[src/rtl/kbd_ctrl.sv]
// PS/2 keyboard drain controller: pulls scan codes out of a PS/2 receiver with a
// three-state handshake and buffers them in a show-ahead FIFO for the CPU.
module kbd_ctrl #(
  parameter int DEPTH = 8,
  parameter int WIDTH = 8
) (
  input  logic                     clk,
  input  logic                     rst,
  input  logic [WIDTH-1:0]         kb_data,
  input  logic                     kb_ready,
  output logic                     kb_rdn,
  input  logic                     cpu_rd,
  output logic [WIDTH-1:0]         cpu_rdata,
  output logic                     cpu_valid,
  output logic [$clog2(DEPTH):0]   fifo_count,
  output logic                     overflow,
  input  logic                     ovf_clr
);

  localparam int AW = $clog2(DEPTH);
  localparam int CW = AW + 1;

  typedef enum logic [1:0] {
    IDLE = 2'd0,
    ACK  = 2'd1,
    HOLD = 2'd2
  } state_t;

  state_t state_q, state_d;
  logic   kb_rdn_q, kb_rdn_d;

  logic [WIDTH-1:0] mem_q [DEPTH];
  logic [AW-1:0]    wr_ptr_q, wr_ptr_d;
  logic [AW-1:0]    rd_ptr_q, rd_ptr_d;
  logic [CW-1:0]    count_q, count_d;
  logic             ovf_q, ovf_d;

  logic push, pop, full, empty, push_ok, drop;

  // Drain FSM: kb_rdn is registered, so it goes low in the same edge that enters ACK.
  always_ff @(posedge clk) begin
    if (rst) begin
      state_q  <= IDLE;
      kb_rdn_q <= 1'b1;
    end else begin
      state_q  <= state_d;
      kb_rdn_q <= kb_rdn_d;
    end
  end

  always_comb begin
    state_d  = state_q;
    kb_rdn_d = 1'b1;
    case (state_q)
      IDLE: if (kb_ready) state_d = ACK;
      ACK:  state_d = HOLD;
      HOLD: state_d = IDLE;
      default: state_d = IDLE;
    endcase
    if (state_d == ACK) kb_rdn_d = 1'b0;
  end

  // FIFO bookkeeping; a full FIFO still accepts a push when a pop frees the head.
  assign empty   = (count_q == '0);
  assign full    = (count_q == CW'(DEPTH));
  assign push    = (state_q == ACK);
  assign pop     = cpu_rd && !empty;
  assign push_ok = push && (!full || pop);
  assign drop    = push && full && !pop;

  always_comb begin
    wr_ptr_d = wr_ptr_q;
    rd_ptr_d = rd_ptr_q;
    count_d  = count_q;
    ovf_d    = ovf_q;
    if (push_ok) wr_ptr_d = wr_ptr_q + AW'(1);
    if (pop)     rd_ptr_d = rd_ptr_q + AW'(1);
    if (push_ok && !pop)      count_d = count_q + CW'(1);
    else if (pop && !push_ok) count_d = count_q - CW'(1);
    if (ovf_clr) ovf_d = 1'b0;
    if (drop)    ovf_d = 1'b1;
  end

  always_ff @(posedge clk) begin
    if (rst) begin
      wr_ptr_q <= '0;
      rd_ptr_q <= '0;
      count_q  <= '0;
      ovf_q    <= 1'b0;
    end else begin
      wr_ptr_q <= wr_ptr_d;
      rd_ptr_q <= rd_ptr_d;
      count_q  <= count_d;
      ovf_q    <= ovf_d;
    end
  end

  // Storage is invisible while empty, so it carries no reset.
  always_ff @(posedge clk) begin
    if (!rst && push_ok) mem_q[wr_ptr_q] <= kb_data;
  end

  assign kb_rdn     = kb_rdn_q;
  assign cpu_valid  = !empty;
  assign cpu_rdata  = empty ? '0 : mem_q[rd_ptr_q];
  assign fifo_count = count_q;
  assign overflow   = ovf_q;

endmodule

[config.mk]
export PLATFORM = sky130hd
export DESIGN_NAME = kbd_ctrl
export DESIGN_NICKNAME = d
export VERILOG_FILES = /design/src/rtl/kbd_ctrl.sv
export SDC_FILE = /design/constraint.sdc
export NUM_CORES = 1
export LEC_CHECK = 0
export BUFFER_PORTS_ARGS = -buffer_cell sky130_fd_sc_hd__buf_2
export CAP_MARGIN = 20
export CORE_MARGIN = 3
export CORE_UTILIZATION = 45
export DETAILED_ROUTE_END_ITERATION = 8
export PLACE_DENSITY = 0.64
export SLEW_MARGIN = 25
export SYNTH_ARGS = -nofsm -noshare
export SYNTH_HDL_FRONTEND = slang
export SYNTH_SLANG_ARGS = --single-unit
[constraint.sdc]
create_clock -name clk -period 5.9 [get_ports clk]
set_input_delay 1.18 -clock clk [delete_from_list [all_inputs] [get_ports clk]]
set_output_delay 1.18 -clock clk [all_outputs]
set_load 0.02 [all_outputs]
Word level (Yosys, flattened, before mapping)
Memory sizes are Yosys's and may differ from the RTL's. A register that Yosys moved wholly into a read port is not among the register bits. Cells that the tools add are included.

Eq/ne operators: 3. Add/subtract/negate cells: 4. Reduce and logical (&&, ||, !) cells: 17. Multiplexer cells: 12.

Operators with widths (number): 2-to-1 mux 4 bit (2); 2-to-1 mux 8 bit (1); logical AND 1 bit (7); adder 3 x 1 -> 3 bit (second input constant) (2); 2-to-1 mux 3 bit (2); zero test 1 bit (5); 2-to-1 mux 1 bit (5); adder 4 x 1 -> 4 bit (second input constant) (1); equality test 2 x 1 -> 1 bit (second input constant) (2); equality test 4 bit (second input constant) (1); zero test 4 bit (1); one-hot mux 2 bit (2 select lines) (1); nonzero test 2 bit (2); subtractor 4 x 1 -> 4 bit (second input constant) (1); zero test 2 bit (1); 2-to-1 mux 2 bit (1); logical OR 1 bit (1).

Output and inout port bits: 15. Bits of input ports: 13. Memories kept: 1. Register bits after elaboration: 14. Logic and storage cells: 43. RAM bits: 64.

Memory list: mem_q (depth 8, width 8, rd ports 1, clocked after Yosys merged registers in 1, wr ports 1, RTL line 32) `logic [WIDTH-1:0] mem_q [DEPTH];`.

Logic depth before layout (Yosys ltp)
Depth in word-level cells: 9. Depth in mapped cells: 10. Gate-level depth less buffers: 10.

Least setup slack after synthesis
OpenSTA, ideal clock, no wires.

Path type: input port to flip-flop. From: input cpu_rd. To: register count_q[3] (netlist: fifo_count[3]). Cell stages on the path: 9. Buffers on the path: 0. Path slack: 3.020 ns. Arrival time: 2.759 ns. Path through: inv_1 a31oi_4 ha_1 inv_1 ha_1 a21oi_1 a211oi_1 a31oi_1 mux2_2.

Word-level cells in the longest chain between the ends: 6.

RTL lines: start: declaration (RTL line 12) `input logic cpu_rd,`; logical AND 1 bit (*) (RTL line 67) `assign pop = cpu_rd && !empty;`; logical OR 1 bit (RTL line 68) `assign push_ok = push && (!full || pop);`; logical AND 1 bit (RTL line 68); zero test 1 bit (RTL line 79) `else if (pop && !push_ok) count_d = count_q - CW'(1);`; logical AND 1 bit (RTL line 79); nonzero test 2 bit (no line); end signal: assignment (RTL line 93) `count_q <= count_d;`; end: declaration (RTL line 35) `logic [CW-1:0] count_q, count_d;`.

Every way passes the cells marked *; elsewhere a longest branch is shown, timed or not. A chain may end at the register's enable or synchronous reset.

==> results.ini <==
[placement]
dp_cells = 307
place.port_buffers = 27
place.gp.congestion = 0.737
pre_cts_slack_ns = 2.67
dp_hpwl_mm = 3.50

[job]
drv_cap = 0

[sta]
tightest_slew_ns = 0.960
clock.fmax_mhz = 309
fin_tns_setup_ns = 0
whs_ns = 0.490
slew_headroom = 0.358
period_share = 0.548
setup_ws_ns = 2.67
clock_skew_ns = 0.00820
rsz0062_at_grt = no
hold_viol = 0
finalSetupViolCount = 0
period_needed_ns = 3.23
slew_violations = 0

[floorplan]
fp.coreArea_um2 = 6910
rows = 30
design.die.area_um2 = 8290
start_util = 0.471
chipWidth_um = 91.1
die_h_um = 91.1
io_pins = 28

[routing]
dr.pass1.iters = 4
drc = 0
detail-route-antenna-nets = 0
vias_per_cell = 5.11
vias = 1652
drt-initial-drc-count = 81
wl_per_cell_um = 17.0
wl_mm = 5.50

[grt]
grt.overflow.total = 0
grt_pass1_vias = 1616
grt_pass1_wl_mm = 8.58
grt_max_degree = 17
antenna_found_initial = 0
track_usage = 0.141

[synthesis]
synth_warnings = 0
ys.flop_type = edfxtp_1
synthCells = 189
yosys.area.top_type = edfxtp_1
synth_cell_types = 35
synth_seq_cells = 81
netlist_area_um2 = 3260
synth_area_leaders = edfxtp_1 (59%), mux4_2 (11%), dfxtp_1 (10%), mux2i_1 (3.1%), nor2_1 (3.0%)
synth_top_area_frac = 0.590
synth_fp_nets = 208
synth_edf_count = 64
yosysSeqAreaShare = 0.695
async_reset_ff_frac = 0
postSynthAreaPerCell_um2 = 17.2

[worst_setup_path]
crit_fanout = 16
path_class = register to output port
rr_worst_depth = 10
worstPathRequired_ns = 4.72
crit_path_start_kind = register
worst-endpoint-arrival_ns = 2.05
crit_path_end_kind = output port

[layout]
areaGrowthSynthToFinish_pct = 13.5
n_antenna_cell = 0
drive_gt1_frac = 0.326
instances_no_fill = 323
nNetsFinal = 241
fin_util = 0.535

[hold_path]
hold_depth = 2
hp-class = register to register

[cts]
hold_buffers = 0
insertion_delay_ns = 0.34
cts-root-buf = clkbuf_8
cts_setup_buffers = 0
cts_tree = done
clk_pin_slew_ns = 0.08
cts_buffers = 9
htree_num_levels = 3
cts.path.max_buffers = 2
cts-resized-gates = 0
clock-sinks = 81

[power_and_ir_drop]
powerDensity_nw_per_um2 = 369
ir_drop_mv = 0.155
cellLeakagePower_nw = 1.25

[outcome]
status = finished clean

-- registers in the layout (all words and copies together), names as in the netlist, named ones only --
register	cells
fifo_count	4
kb_rdn	1
mem_q	64
overflow	1
rd_ptr_q	3
state_q	2
wr_ptr_q	3
-- cell usage after synthesis (2+ instances only) --
master / number
a21oi_1: 3
buf_6: 2
clkbuf_1: 2
dfxtp_1: 17
edfxtp_1: 64
ha_1: 5
inv_1: 5
mux2i_1: 10
mux4_2: 16
nand2_1: 4
nand2b_1: 3
nand3_1: 4
nand3b_1: 2
nor2_1: 26
nor3_1: 3
nor4_1: 2
xnor2_1: 2
xor2_1: 2
-- layout by cell type, fill, tap and decap left out, types with 4 or more instances in the layout --
cell type  synthesis  layout
buf_2              1      27
clkbuf_8           0       9
dfxtp_1           17      16
edfxtp_1          64      64
ha_1               5       5
inv_1              5       5
mux2i_1           10      10
mux4_2            16      16
nand2_1            4       4
nand3_1            4       4
nor2_1            26      26
-- worst paths after layout --
kind,startpoint,to,slack (ns)
max,register,cpu_rdata[4],2.67
min reg2reg,rd_ptr_q[1]$_SDFFE_PP0N_,rd_ptr_q[1]$_SDFFE_PP0N_,0.49
max reg2reg,fifo_count[0]$_SDFFE_PP0P_,fifo_count[3]$_SDFFE_PP0P_,3.07
min,rd_ptr_q[1]$_SDFFE_PP0N_,rd_ptr_q[1]$_SDFFE_PP0N_,0.49
-- critical path, cell delays in order (launching register included) --
cell and delay [ns]:
dfxtp_2 0.71, mux4_2 0.58, mux2i_1 0.18, nor2_1 0.06, buf_2 0.19
-- kinds of logic after synthesis --
| logic type | after synthesis | synth area share |
|---|---|---|
| AOI/OAI and AO/OA | 9 | 0.0234 |
| muxes | 27 | 0.145 |
| DFF | 81 | 0.695 |
| buffers and inverters | 13 | 0.0211 |
| xor gates and xnor gates | 5 | 0.0158 |
| and+or+nand+nor | 48 | 0.0746 |
| adders and majority gates | 6 | 0.0254 |
-- metal layers --
metal,global-route usage,share of wire
met1,0.191,0.48
met3,0.0381,0.035
met2,0.215,0.47
met5,0,0
met4,0.0641,0.013
-- area by class of cell --
class                           instances  area, um^2
Clock buffer                            9         124
Clock inverter                          7        60.1
Fill cell                             591        3210
Inverter                                6        25.0
Multi-Input combinational cell         95         951
Sequential cell                        81        2260
Tap cell                               96         120
Timing Repair Buffer                   29         150
-- through the flow --
step / power, mW / instance area, um^2
floorplan: 0.931 / 3260
global placement: 1.01 / 3500
detailed placement: 1.01 / 3510
CTS: 1.37 / 3690
global route: 1.43 / 3690
finish: 1.36 / 3690
-- where the power goes --
part	internal, mW	switching, mW
Combinational	0.140	0.165
Sequential	0.636	0.0535
Clock	0.159	0.210
Total	0.935	0.429
No activity file was read; power rests on OpenSTA's default activity.
